$ cat config.mk
export PLATFORM = sky130hd
export DESIGN_NAME = fetch_queue_unit
export DESIGN_NICKNAME = d
export VERILOG_FILES = /design/src/rtl/fetch_queue_unit.sv
export SDC_FILE = /design/constraint.sdc
export NUM_CORES = 1
export LEC_CHECK = 0
export BUFFER_PORTS_ARGS = -buffer_cell sky130_fd_sc_hd__buf_2
export CORE_ASPECT_RATIO = 0.6
export CORE_MARGIN = 2
export CORE_UTILIZATION = 45
export DETAILED_ROUTE_END_ITERATION = 7
export GPL_TIMING_DRIVEN = 0
export PLACE_DENSITY = 0.66
export SLEW_MARGIN = 20
export SYNTH_ARGS = -nofsm -noshare
export SYNTH_HDL_FRONTEND = slang
export SYNTH_SLANG_ARGS = --single-unit
$ cat constraint.sdc
create_clock -name clk -period 2.1 [get_ports clk]
set_input_delay 0.315 -clock clk [delete_from_list [all_inputs] [get_ports clk]]
set_output_delay 0.315 -clock clk [all_outputs]
set_load 0.02 [all_outputs]
$ cat src/rtl/fetch_queue_unit.sv
// fetch_queue_unit
//   Instruction fetch stage. A PC register addresses a combinational
//   instruction memory. Each fetched word is pushed into a small prefetch
//   FIFO, and decode drains that FIFO through a valid/ready handshake.
//   A taken branch reloads the PC and flushes the FIFO. When the FIFO is
//   full and decode is not popping, fetch stalls.
//
//   Optional feature: define FETCH_PERF_EN to add the 16-bit saturating
//   counters perf_fetch_cnt and perf_stall_cnt.
//
//   The reset input rst is asynchronous and active-low.

module fetch_queue_unit #(
   parameter int unsigned          ADDR_W   = 8,
   parameter int unsigned          INSTR_W  = 16,
   parameter int unsigned          DEPTH    = 4,
   parameter logic [ADDR_W-1:0]    RESET_PC = '0
) (
   input  logic                clk,
   input  logic                rst,
   output logic [ADDR_W-1:0]   instr_addr,
   input  logic [INSTR_W-1:0]  instr,
   input  logic                branch_taken,
   input  logic [ADDR_W-1:0]   branch_target,
   output logic [INSTR_W-1:0]  out_instr,
   output logic                out_valid,
   input  logic                out_ready
`ifdef FETCH_PERF_EN
   ,
   output logic [15:0]         perf_fetch_cnt,
   output logic [15:0]         perf_stall_cnt
`endif
);

   localparam int unsigned PTR_W = (DEPTH > 1) ? $clog2(DEPTH) : 1;
   localparam int unsigned CNT_W = PTR_W + 1;
   localparam logic [CNT_W-1:0] FULL_CNT = CNT_W'(DEPTH);

   logic [ADDR_W-1:0]  pc;
   logic [PTR_W-1:0]   wr_ptr;
   logic [PTR_W-1:0]   rd_ptr;
   logic [CNT_W-1:0]   count;
   logic [INSTR_W-1:0] mem [DEPTH];

   logic pop;
   logic fetch;
   logic full;

   // The handshake retires the head entry. Fetch is blocked only by a
   // redirect, or by a full FIFO that is not popping this cycle.
   assign full  = (count == FULL_CNT);
   assign pop   = out_valid & out_ready;
   assign fetch = ~branch_taken & (~full | pop);

   // The address to memory is the PC register itself, with no
   // combinational path from any input.
   assign instr_addr = pc;

   // PC: a redirect has priority. Otherwise the PC advances on each fetch
   // and wraps modulo 2**ADDR_W.
   // NOTE: sequential state uses non-blocking assignments so that every
   // register samples pre-edge values; blocking here would create ordering races.
   always_ff @(posedge clk or negedge rst) begin
      if (!rst) begin
         pc <= RESET_PC;
      end else if (branch_taken) begin
         pc <= branch_target;
      end else if (fetch) begin
         pc <= pc + ADDR_W'(1);
      end
   end

   // FIFO bookkeeping: a redirect flushes. Otherwise push on fetch and
   // pop on handshake. Occupancy stays in the range 0..DEPTH by construction.
   always_ff @(posedge clk or negedge rst) begin
      if (!rst) begin
         wr_ptr <= '0;
         rd_ptr <= '0;
         count  <= '0;
      end else if (branch_taken) begin
         wr_ptr <= '0;
         rd_ptr <= '0;
         count  <= '0;
      end else begin
         if (fetch) wr_ptr <= wr_ptr + PTR_W'(1);
         if (pop)   rd_ptr <= rd_ptr + PTR_W'(1);
         unique case ({fetch, pop})
            2'b10:   count <= count + CNT_W'(1);
            2'b01:   count <= count - CNT_W'(1);
            default: count <= count;
         endcase
      end
   end

   // Storage array: write the fetched word at the tail.
   // NOTE: the data array is deliberately left out of reset. Occupancy and
   // pointers define validity, and the output is gated, so stale contents
   // are never visible.
   always_ff @(posedge clk) begin
      if (fetch) begin
         mem[wr_ptr] <= instr;
      end
   end

   // Present the head entry to decode. When the FIFO is empty the output
   // is forced to zero, so nothing undefined leaks out.
   // NOTE: every output of a combinational block gets a default first,
   // which keeps any path from inferring a latch.
   always_comb begin
      out_valid = 1'b0;
      out_instr = '0;
      if (count != '0) begin
         out_valid = 1'b1;
         out_instr = mem[rd_ptr];
      end
   end

`ifdef FETCH_PERF_EN
   // Performance counters: count fetch edges, and stall edges (no fetch
   // and no redirect). Both saturate at all-ones.
   always_ff @(posedge clk or negedge rst) begin
      if (!rst) begin
         perf_fetch_cnt <= '0;
         perf_stall_cnt <= '0;
      end else begin
         if (fetch && (perf_fetch_cnt != 16'hFFFF)) begin
            perf_fetch_cnt <= perf_fetch_cnt + 16'd1;
         end
         if (!fetch && !branch_taken && (perf_stall_cnt != 16'hFFFF)) begin
            perf_stall_cnt <= perf_stall_cnt + 16'd1;
         end
      end
   end
`endif

endmodule

==> Flow_metrics.wiki, run 1 <==
{| class="wikitable"
! Metric !! Value
|-
| Starting utilization of the core area || 0.4623
|-
| Final Hold Slack || about 0.19 ns
|-
| Share of cells above drive strength 1 || 0.3993
|-
| R2R cell count || 6
|-
| Multi-input combinational cell area || 1007 um2
|-
| Total wirelength of the detailed-routed design || between 6 and 7 mm
|-
| Post-place setup slack || -0.07540 ns
|-
| Final Hold Fails || 0
|-
| Area of placed instances || between 3000 and 4000 um2
|-
| Period utilisation layout || 0.9901
|-
| Synth warnings || 0
|-
| Synthesized instance count || roughly 200
|-
| Global placer's final weighted congestion || 0.7610
|-
| Number of detailed-route iterations in the first pass || 4
|-
| Signal arrival time at the worst endpoint || ~1.8 ns
|-
| 1st-iter DRT viols || 110
|-
| Total routing resource utilization after global routing || 0.1636
|-
| Longest Clk Path Bufs || 2
|-
| Wire length of the first global-routing pass || between 9 and 10 mm
|-
| Number of cell rows || 24
|-
| Portion of the post-synthesis area used by sequential elements || 0.6866
|-
| Overall via count from detail_route || approximately 1,900
|-
| Capturing element type of the critical path || output port
|-
| Post-DR wirelength/cell || approximately 17 um
|-
| Area share of the largest cell type after synthesis || 0.5744
|-
| Worst supply voltage drop on vdd || just over 0.5 mV
|-
| Post-synth top flop || edfxtp_1
|-
| Level count of the clock H-tree || 3
|-
| Clock-pin slew of the registers on the worst-case setup and hold paths || approximately 0.05 ns
|-
| Via count normalized by instance count || slightly above 5
|-
| Overall die area || about 8200 um2
|-
| Kind of critical path || reg2out
|-
| Register Area || between 2000 and 2500 um2
|-
| Final Non-Filler Cells || between 300 and 400
|-
| Worst Path Max Fanout || 4
|-
| Leading post-synthesis cells by cell area || edfxtp_1, dfrtp_1, mux4_2
|-
| Result of the run || finished clean
|-
| Final cell utilization of the core || 0.5788
|-
| Longest individual stage delay on the worst path || between 0.4 and 0.5 ns
|-
| Worst path top cell family by delay || multiplexers
|-
| DRC violation count after routing || 0
|-
| Die Span X || around 120 um
|-
| Flip-flop and latch count after synthesis || 79
|-
| Cell area after layout || ~4200 um2
|-
| Synthesized area divided by synthesized cell count || between 15 and 20 um2
|-
| Number of distinct library cells after synthesis || 36
|-
| I/O pins || 53
|-
| Highest metal layer with signal wires || met4
|-
| Power density over the cells || 1196 nW/um2
|-
| Worst R2R Start || count[1]
|-
| Highest clock frequency the design can meet || between 400 and 500 MHz
|-
| Clock latency at the later pin of the worst-skew pair || roughly 0.34 ns
|-
| Post-layout worst setup margin || slightly above 0.02 ns
|-
| Clk_skew || around 0.0054 ns
|-
| Number of nets with antenna violations after detailed routing || 0
|-
| Stages on the worst setup path || 5
|-
| Leading cell types in the layout, fill and taps excluded || edfxtp_1, buf_2, mux4_2, dfrtp_1, and2_1
|-
| Slowest cell on the critical path || mux4_2
|-
| Worst slew pin tran || between 0.4 and 0.5 ns
|-
| Number of global-route vias before repair || 1,830
|-
| Antenna Diode Count || 0
|-
| Count of cells along the worst hold path || 1
|-
| RSZ-0062 raised after global routing || yes
|-
| Setup Viol. Count Final || 0
|-
| Buf+Inv Stages, Crit Path || 3
|-
| Filler instances || 591
|-
| Detailed-routing wirelength on met1 || between 3 and 4 mm
|-
| Number of antenna violations at the first check in global routing || 0
|-
| Static leakage || between 1.5 and 2 nW
|-
| Routed wire length on met2 || around 2.8 mm
|-
| Class of the tightest hold or removal check || in2reg
|-
| Synthesized Nets || between 200 and 250
|-
| Net count, final || between 300 and 400
|-
| Half-perimeter wire length of the detailed placement result || between 4 and 5 mm
|-
| Clock tree sinks || 79
|-
| Max-slew headroom || 0.6965
|-
| Fraction of registers with async set/reset || 0.1899
|-
| Register-to-Register Setup Slack || ~0.1 ns
|-
| Largest net degree at the start of global routing || 17
|-
| Global route overflow || 0
|-
| Number of enable flip-flop cells after synthesis || 64
|-
| Total Neg Setup Slack || 0 ns
|-
| Met3 WL || between 300 and 400 um
|-
| Clock tree from TritonCTS || yes
|-
| CP required || 1.78 ns
|-
| Hold_sp || instr[11]
|-
| CTS Buf Count || 9
|-
| Total count of max-transition violations in the final report || 0
|-
| Worst r2r dst || count[1]
|-
| Y dimension of the die || between 70 and 80 um
|-
| CTS root buf || clkbuf_16
|-
| Final critical-path required period || 2.079 ns
|-
| Area growth from synthesis to layout || 25.21%
|-
| Yosys top cell by area || edfxtp_1
|-
| Most frequent standard cell in the layout excluding fill and tap cells || edfxtp_1
|-
| Total Power Consumption || ~5 mW
|-
| Hold-critical path endpoint || mem[0][11]
|-
| Number of port buffers || 52
|-
| Chain of cells forming the critical path || buf_8 > clkbuf_16 > mux4_2 > and2_1 > buf_2
|-
| Total instance count after detailed placement || approximately 350
|-
| Total core area || approximately 7200 um2
|-
| Cell area after synthesis || 3346 um2
|-
| Critical path launch point type || flip-flop
|-
| Max-cap violations || 0
|}
## logic make-up after synthesis
group	after synthesis	synth area share
flip-flops	79	0.6866
AND/OR/NAND/NOR	60	0.1040
buffers and inverters	12	0.01982
adder cells (fa/ha/maj)	6	0.02468
XOR/XNOR	4	0.01047
AO/OA/AOI/OAI	18	0.03739
multiplexers	19	0.1171
## worst max path at each step
stage                  from             to  slack (ns)
2_1_floorplan  branch_taken       count[2]        0.33
3_3_place_gp   branch_taken       count[2]       -0.07
3_5_place_dp   branch_taken       count[2]       -0.08
4_1_cts           rd_ptr[0]  out_instr[12]       0.002
5_1_grt            count[2]  out_instr[12]       -0.03
6_report          rd_ptr[0]   out_instr[8]        0.02
## where the power goes
group	switching (mW)	total, mW	internal (mW)	leakage [nW]
Clock	0.565	1.49	0.921	0.138
Sequential	0.101	1.97	1.87	0.770
Combinational	0.783	1.55	0.770	0.649
## final cells by class
| class | count | area share |
|---|---|---|
| multi-input combinational | 107 | 0.2404 |
| inverter | 4 | 0.003584 |
| timing repair buffer | 59 | 0.08961 |
| clock buffer | 13 | 0.05735 |
| clock inverter | 3 | 0.01045 |
| sequential | 79 | 0.5490 |
| buffer | 8 | 0.01852 |
| tap | 104 | 0.03106 |
## cell usage after synthesis, types with 2 or more instances
cell type	number
xor2_1	3
nand2_1	8
o21ai_0	3
o31ai_1	3
nand3_1	8
buf_2	2
nor2_1	10
or4_1	6
buf_6	2
mux4_2	16
o211ai_1	3
edfxtp_1	64
mux2i_1	2
and2_1	21
clkbuf_1	3
dfrtp_1	15
nor2b_1	2
inv_1	3
a31oi_1	2
ha_1	5
a21oi_1	2
## routing by layer
metal  track usage  vias up
met5             0        -
met4       0.04819        0
met3       0.07455        5
met2        0.2261       42
met1        0.2342      953
li1              -      916
## flip-flops by register name, indices dropped and copies added, names as in the netlist
| name | cells |
|---|---|
| mem | 64 |
| instr_addr | 8 |
| wr_ptr | 2 |
| rd_ptr | 2 |
| count | 3 |
## worst register-to-register path, delay by kind of cell, from the launching register on
family	cells	cell delay, ns
AOI/OAI and AO/OA	3	0.66
adders and majority gates	1	0.46
buffers and inverters	1	0.18
DFF	1	0.45
and+or+nand+nor	1	0.11
## repair_timing
item | CTS | global route
endpoints found under the setup margin | 74 | 15
hold buffers | 1 | 0
gates resized for setup | 14 | 17
endpoints found under the hold margin | 15 | 0
setup buffers | 5 | 0
pin swaps | 0 | 3
gates cloned | 0 | 1
Power figures use the tool's default switching activity.
==> run 2, diff against run 1 <==
CELL_PAD_IN_SITES_DETAIL_PLACEMENT = 1   (was not set)
CELL_PAD_IN_SITES_GLOBAL_PLACEMENT = 1   (was not set)
PLACE_DENSITY = not set   (was 0.66)
PLACE_DENSITY_LB_ADDON = 0.1   (was not set)
==> run 2 against run 1 <==
  * The run now ends with negative setup slack left
  * Wire length rose by 22%
  * Cell count rose by 1.6%
  * Global-route usage rose by 4.4 points
  * Power rose by 6.4%
  * Worst setup slack got worse by 0.042 ns
  * First-iteration DRC count fell by 34%
  * Critical path depth did not move
  * Clock-buffer cell count fell by 1
  * Clock skew rose by 0.0038 ns
==> Flow_metrics.wiki, run 2 (synthesis results as in run 1) <==
{| class="wikitable"
! Metric !! Value
|-
| Clock-pin slew of the registers on the worst-case setup and hold paths || 0.06 ns
|-
| Most frequent standard cell in the layout excluding fill and tap cells || edfxtp_1
|-
| Worst slew pin tran || between 0.5 and 0.6 ns
|-
| Relative contribution of combinational cells to total power || 0.334
|-
| Number of antenna violations at the first check in global routing || 0
|-
| Filler instances || around 690
|-
| Number of global-route vias before repair || approximately 2,200
|-
| RSZ-0062 raised after global routing || yes
|-
| Highest clock frequency the design can meet || around 470 MHz
|-
| Post-DR wirelength/cell || 19.86 um
|-
| Longest Clk Path Bufs || 2
|-
| Clock network power share || 0.294
|-
| I/O pins || 53
|-
| Largest net degree at the start of global routing || 17
|-
| Total routing resource utilization after global routing || 0.2079
|-
| Cell area after layout || between 4000 and 5000 um2
|-
| Capturing element type of the critical path || output port
|-
| Antenna Diode Count || 0
|-
| Area growth from synthesis to layout || 28.61%
|-
| Starting utilization of the core area || 0.4623
|-
| Level count of the clock H-tree || 3
|-
| Period utilisation layout || 1.010
|-
| Kind of critical path || reg2out
|-
| Critical path launch point type || flip-flop
|-
| Number of detailed-route iterations in the first pass || 4
|-
| Register Area || 2300 um2
|-
| Violated checks || negative setup slack
|-
| Power spent charging and discharging nets || around 1.6 mW
|-
| Y dimension of the die || about 71 um
|-
| Max-cap violations || 0
|-
| Final cell utilization of the core || 0.5946
|-
| Via count normalized by instance count || between 5 and 6
|-
| Area of placed instances || approximately 3700 um2
|-
| Wire length of the first global-routing pass || roughly 12 mm
|-
| Clock tree sinks || 79
|-
| Static leakage || approximately 1.6 nW
|-
| CTS root buf || clkbuf_16
|-
| Sequential share of power || 0.372
|-
| Global placer's final weighted congestion || 0.6784
|-
| Die Span X || ~120 um
|-
| Clk_skew || 0.009197 ns
|-
| Overall via count from detail_route || 2,029
|-
| Max-slew headroom || 0.6514
|-
| Leading cell types in the layout, fill and taps excluded || edfxtp_1, buf_2, mux4_2, buf_4, dfrtp_1
|-
| DRC violation count after routing || 0
|-
| Clock latency at the later pin of the worst-skew pair || between 0.3 and 0.4 ns
|-
| Worst Path Max Fanout || 6
|-
| Share of total power consumed by net switching || 0.2935
|-
| Setup Viol. Count Final || 8
|-
| CP required || about 1.8 ns
|-
| Total count of max-transition violations in the final report || 0
|-
| Final critical-path required period || 2.121 ns
|-
| Total core area || around 7200 um2
|-
| Multi-input combinational cell area || 1022 um2
|-
| Half-perimeter wire length of the detailed placement result || 4.871 mm
|-
| CTS Buf Count || 9
|-
| Overall die area || 8163 um2
|-
| 1st-iter DRT viols || 73
|-
| Power density over the cells || ~1200 nW/um2
|-
| Number of port buffers || 52
|-
| Worst supply voltage drop on vdd || ~0.60 mV
|-
| Largest register FFs || 64
|-
| Signal arrival time at the worst endpoint || about 1.8 ns
|-
| Post-layout worst setup margin || -0.02081 ns
|-
| Pint || between 3 and 4 mW
|-
| Clock tree from TritonCTS || yes
|-
| Global route overflow || 0
|-
| Total Neg Setup Slack || -0.07397 ns
|-
| Number of nets with antenna violations after detailed routing || 0
|-
| Class of the tightest hold or removal check || in2reg
|-
| Largest reg by FF count || mem
|-
| Total wirelength of the detailed-routed design || around 7.6 mm
|-
| Result of the run || finished, violations left
|-
| Number of cell rows || 24
|-
| Net count, final || just over 300
|-
| Final Hold Fails || 0
|-
| Total Power Consumption || about 5.3 mW
|-
| Share of cells above drive strength 1 || 0.4444
|}
[run 2: worst max-delay path, stage by stage (launching register included)]
cell and delay [ns]:
dfrtp_1 0.38, buf_12 0.15, buf_6 0.12, mux4_2 0.49, and2_1 0.17, buf_2 0.16
[run 2: through the flow]
stage	worst slack, ns	hold slack (ns)	std cells
after floorplan	0.3298	0.01941	198
after global placement	-0.1179	0.2508	354
after detailed placement	-0.1583	0.2569	354
after CTS	-0.07017	0.1838	382
after global routing	-0.08499	0.1857	383
final	-0.02081	0.1882	383
[run 2: final timing paths]
path / startpoint / endpoint / slack (ns) / cells past startpoint
max: rd_ptr[0] / out_instr[3] / -0.02 / 5
min: branch_target[0] / instr_addr[0] / 0.19 / 3
max reg2reg: count[1] / count[1] / 0.13 / 6
min reg2reg: instr_addr[5] / instr_addr[5] / 0.61 / 2
max in group asynchronous: rst / count[0] / 1.37 / 2
min in group asynchronous: rst / rd_ptr[0] / 0.43 / 2
[run 2: metal layers]
layer  global-route usage  part of all wire
met1               0.3052              0.48
met5                    0                 0
met4              0.04819            0.0088
met3              0.06941             0.050
met2               0.3034              0.46
[run 2: power by group through the flow]
stage	Clock (mW)	Sequential [mW]	Combinational (mW)
after floorplan	0	2.01	0.866
after global placement	0	2.01	1.27
after detailed placement	0	2.02	1.30
after CTS	1.59	1.98	1.61
after global routing	1.66	2.00	1.92
final	1.57	1.98	1.78
[run 2: cell type report]
type                    count  share of cell area
clock inverters             4             0.01047
multi-input cells         107              0.2376
flip-flops and latches     79              0.5345
well taps                 104             0.03024
clock buffers              12             0.05961
inverters                   4            0.004362
repair buffers             65              0.1035
plain buffers               8             0.01977
[run 2: what timing repair did]
| action | in CTS | in global routing |
|---|---|---|
| setup buffers | 10 | 1 |
| setup endpoints to repair | 75 | 34 |
| pin swaps | 2 | 7 |
| gates cloned | 1 | 0 |
| hold buffers | 1 | 0 |
| endpoints found under the hold margin | 15 | 0 |
| resized for setup | 25 | 25 |
==> run 3, diff against run 2 <==
CORE_MARGIN = 4   (was 2)
GPL_TIMING_DRIVEN = not set   (was 0)
==> run 3 against run 2 <==
  * The run now ends clean
  * Wire length down 7.1%
  * Combinational power down 20%
  * Sequential share of layout area rose by 2.4 points
  * Power is 7.8% lower
  * Cell count decreased by 2.9%
  * Via count down 4.4%
  * Utilization is 2.6 points lower
  * Worst setup slack improved by 0.065 ns
  * First-iteration DRC count up 73%
  * Global-route usage fell by 3.1 points
  * Design area is 4.4% lower
  * Fmax up 3.2%
  * Largest power group unchanged
==> Flow_metrics.wiki, run 3 (synthesis results as in run 1) <==
{| class="wikitable"
! Metric !! Value
|-
| Result of the run || finished clean
|-
| Power density over the cells || around 1200 nW/um2
|-
| Most frequent standard cell in the layout excluding fill and tap cells || edfxtp_1
|-
| Global route overflow || 0
|-
| Max-slew headroom || 0.6778
|-
| Level count of the clock H-tree || 3
|-
| Clock tree sinks || between 70 and 80
|-
| Post-place setup slack || between 0.07 and 0.08 ns
|-
| Worst path top cell family by delay || multiplexers
|-
| Longest Clk Path Bufs || 2
|-
| Largest register FFs || 64
|-
| Detailed-routing wirelength on met1 || between 3 and 4 mm
|-
| Worst slew pin tran || ~0.48 ns
|-
| Period utilisation layout || 0.9790
|-
| Filler instances || roughly 700
|-
| Highest metal layer with signal wires || met4
|-
| Die Span X || approximately 120 um
|-
| DRC violation count after routing || 0
|-
| I/O pins || 53
|-
| Total routing resource utilization after global routing || 0.1766
|-
| Final Hold Slack || 0.1940 ns
|-
| RSZ-0062 raised after global routing || yes
|-
| Buf+Inv Stages, Crit Path || 2
|-
| Routed wire length on met2 || between 3 and 4 mm
|-
| Cell area after layout || 4114 um2
|-
| Overall via count from detail_route || roughly 1,900
|-
| CTS root buf || clkbuf_16
|-
| Overall die area || approximately 8900 um2
|-
| Highest clock frequency the design can meet || about 490 MHz
|-
| Number of nets with antenna violations after detailed routing || 0
|-
| Critical path launch point type || flip-flop
|-
| Clock latency at the later pin of the worst-skew pair || roughly 0.33 ns
|-
| Global placer's final weighted congestion || ~0.77
|-
| Longest individual stage delay on the worst path || between 0.5 and 0.6 ns
|-
| Final Hold Fails || 0
|-
| CTS Buf Count || 9
|-
| Y dimension of the die || about 75 um
|-
| Number of global-route vias before repair || 2,066
|-
| Starting utilization of the core area || 0.4623
|-
| Kind of critical path || reg2out
|-
| CP required || around 1.8 ns
|-
| Clk_skew || roughly 0.006 ns
|-
| Antenna Diode Count || 0
|-
| Clock tree from TritonCTS || yes
|-
| 1st-iter DRT viols || between 100 and 150
|-
| Area growth from synthesis to layout || 22.96%
|-
| Worst Path Max Fanout || 13
|-
| Via count normalized by instance count || around 5.2
|-
| Worst supply voltage drop on vdd || about 0.73 mV
|-
| Leading cell types in the layout, fill and taps excluded || edfxtp_1, buf_2, mux4_2, dfrtp_1, and2_1
|-
| Share of cells above drive strength 1 || 0.3881
|-
| Class of the tightest hold or removal check || in2reg
|-
| Wire length of the first global-routing pass || about 12 mm
|-
| Total Neg Setup Slack || 0 ns
|-
| Chain of cells forming the critical path || buf_12 > mux4_2 > and2_1 > buf_2
|-
| Area of placed instances || 3765 um2
|-
| Post-layout worst setup margin || 0.04413 ns
|-
| Largest reg by FF count || mem
|-
| Number of port buffers || 52
|-
| Signal arrival time at the worst endpoint || ~1.7 ns
|-
| Final critical-path required period || 2.056 ns
|-
| Max-cap violations || 0
|-
| Total Power Consumption || slightly below 5 mW
|-
| Number of cell rows || 24
|-
| Clock-pin slew of the registers on the worst-case setup and hold paths || 0.06 ns
|-
| Capturing element type of the critical path || output port
|-
| Met3 WL || ~320 um
|-
| Static leakage || 1.523 nW
|-
| Setup Viol. Count Final || 0
|-
| Number of detailed-route iterations in the first pass || 4
|-
| Number of antenna violations at the first check in global routing || 0
|-
| Total core area || a little over 7000 um2
|-
| Post-DR wirelength/cell || around 19 um
|-
| Total wirelength of the detailed-routed design || ~7.1 mm
|-
| Slowest cell on the critical path || mux4_2
|-
| Largest net degree at the start of global routing || 22
|-
| Net count, final || slightly below 300
|-
| Half-perimeter wire length of the detailed placement result || ~4.9 mm
|-
| Total count of max-transition violations in the final report || 0
|}
==> run 3: changes by cell type in the layout (fill, tap and decap cells not counted), moves of 4 or more <==
cell | before | now
buf_6 | 11 | 5
buf_4 | 13 | 8
buf_2 | 42 | 47
and2_1 | 7 | 12
and2_4 | 10 | 6
==> run 3: what timing repair did <==
| action | in CTS | in global routing |
|---|---|---|
| gates resized for setup | 2 | 19 |
| buffers inserted | 0 | 0 |
| hold buffers | 1 | 0 |
| endpoints found under the setup margin | 17 | 64 |
| endpoints found under the hold margin | 15 | 0 |
| pin swaps | 0 | 1 |
==> run 3: layer usage <==
layer,vias up,track usage
met1,999,0.2447
met3,4,0.06231
met2,38,0.2745
met4,0,0.04188
met5,-,0
li1,898,-
==> run 3: tightest hold or removal path, stage by stage <==
cell and delay, ns:
buf_2 0.08, nand2_1 0.04, nand3_1 0.05
==> run 3: final timing paths <==
path | startpoint | to | slack, ns | cells past startpoint
worst min register to register | wr_ptr[1] | wr_ptr[1] | 0.60 | 2
worst min-delay path | branch_target[4] | instr_addr[4] | 0.19 | 3
min in group asynchronous | rst | count[0] | 0.43 | 2
max in group asynchronous | rst | rd_ptr[1] | 1.37 | 2
worst max-delay path | rd_ptr[0] | out_instr[5] | 0.04 | 4
worst max register to register | count[1] | count[1] | 0.16 | 5
==> run 3: area by class of cell <==
type	count	area (um2)	area share
Multi-Input combinational cell	107	1006	0.2445
Inverter	4	15.01	0.003650
Tap cell	104	130.1	0.03163
Sequential cell	79	2298	0.5587
Timing Repair Buffer	62	381.6	0.09276
Clock buffer	11	232.7	0.05657
Clock inverter	5	50.05	0.01217
==> run 3: metrics by stage <==
| stage | cells | util |
|---|---|---|
| 2_1_floorplan | 198 | - |
| 3_3_place_gp | 355 | 0.5202 |
| 3_5_place_dp | 355 | 0.5202 |
| 4_1_cts | 372 | 0.5615 |
| 5_1_grt | 372 | 0.5685 |
| 6_report | 372 | 0.5685 |
==> run 3: report_power, final <==
group,internal (mW),switching (mW)
logic,0.682,0.752
registers,1.87,0.134
clock network,0.910,0.569
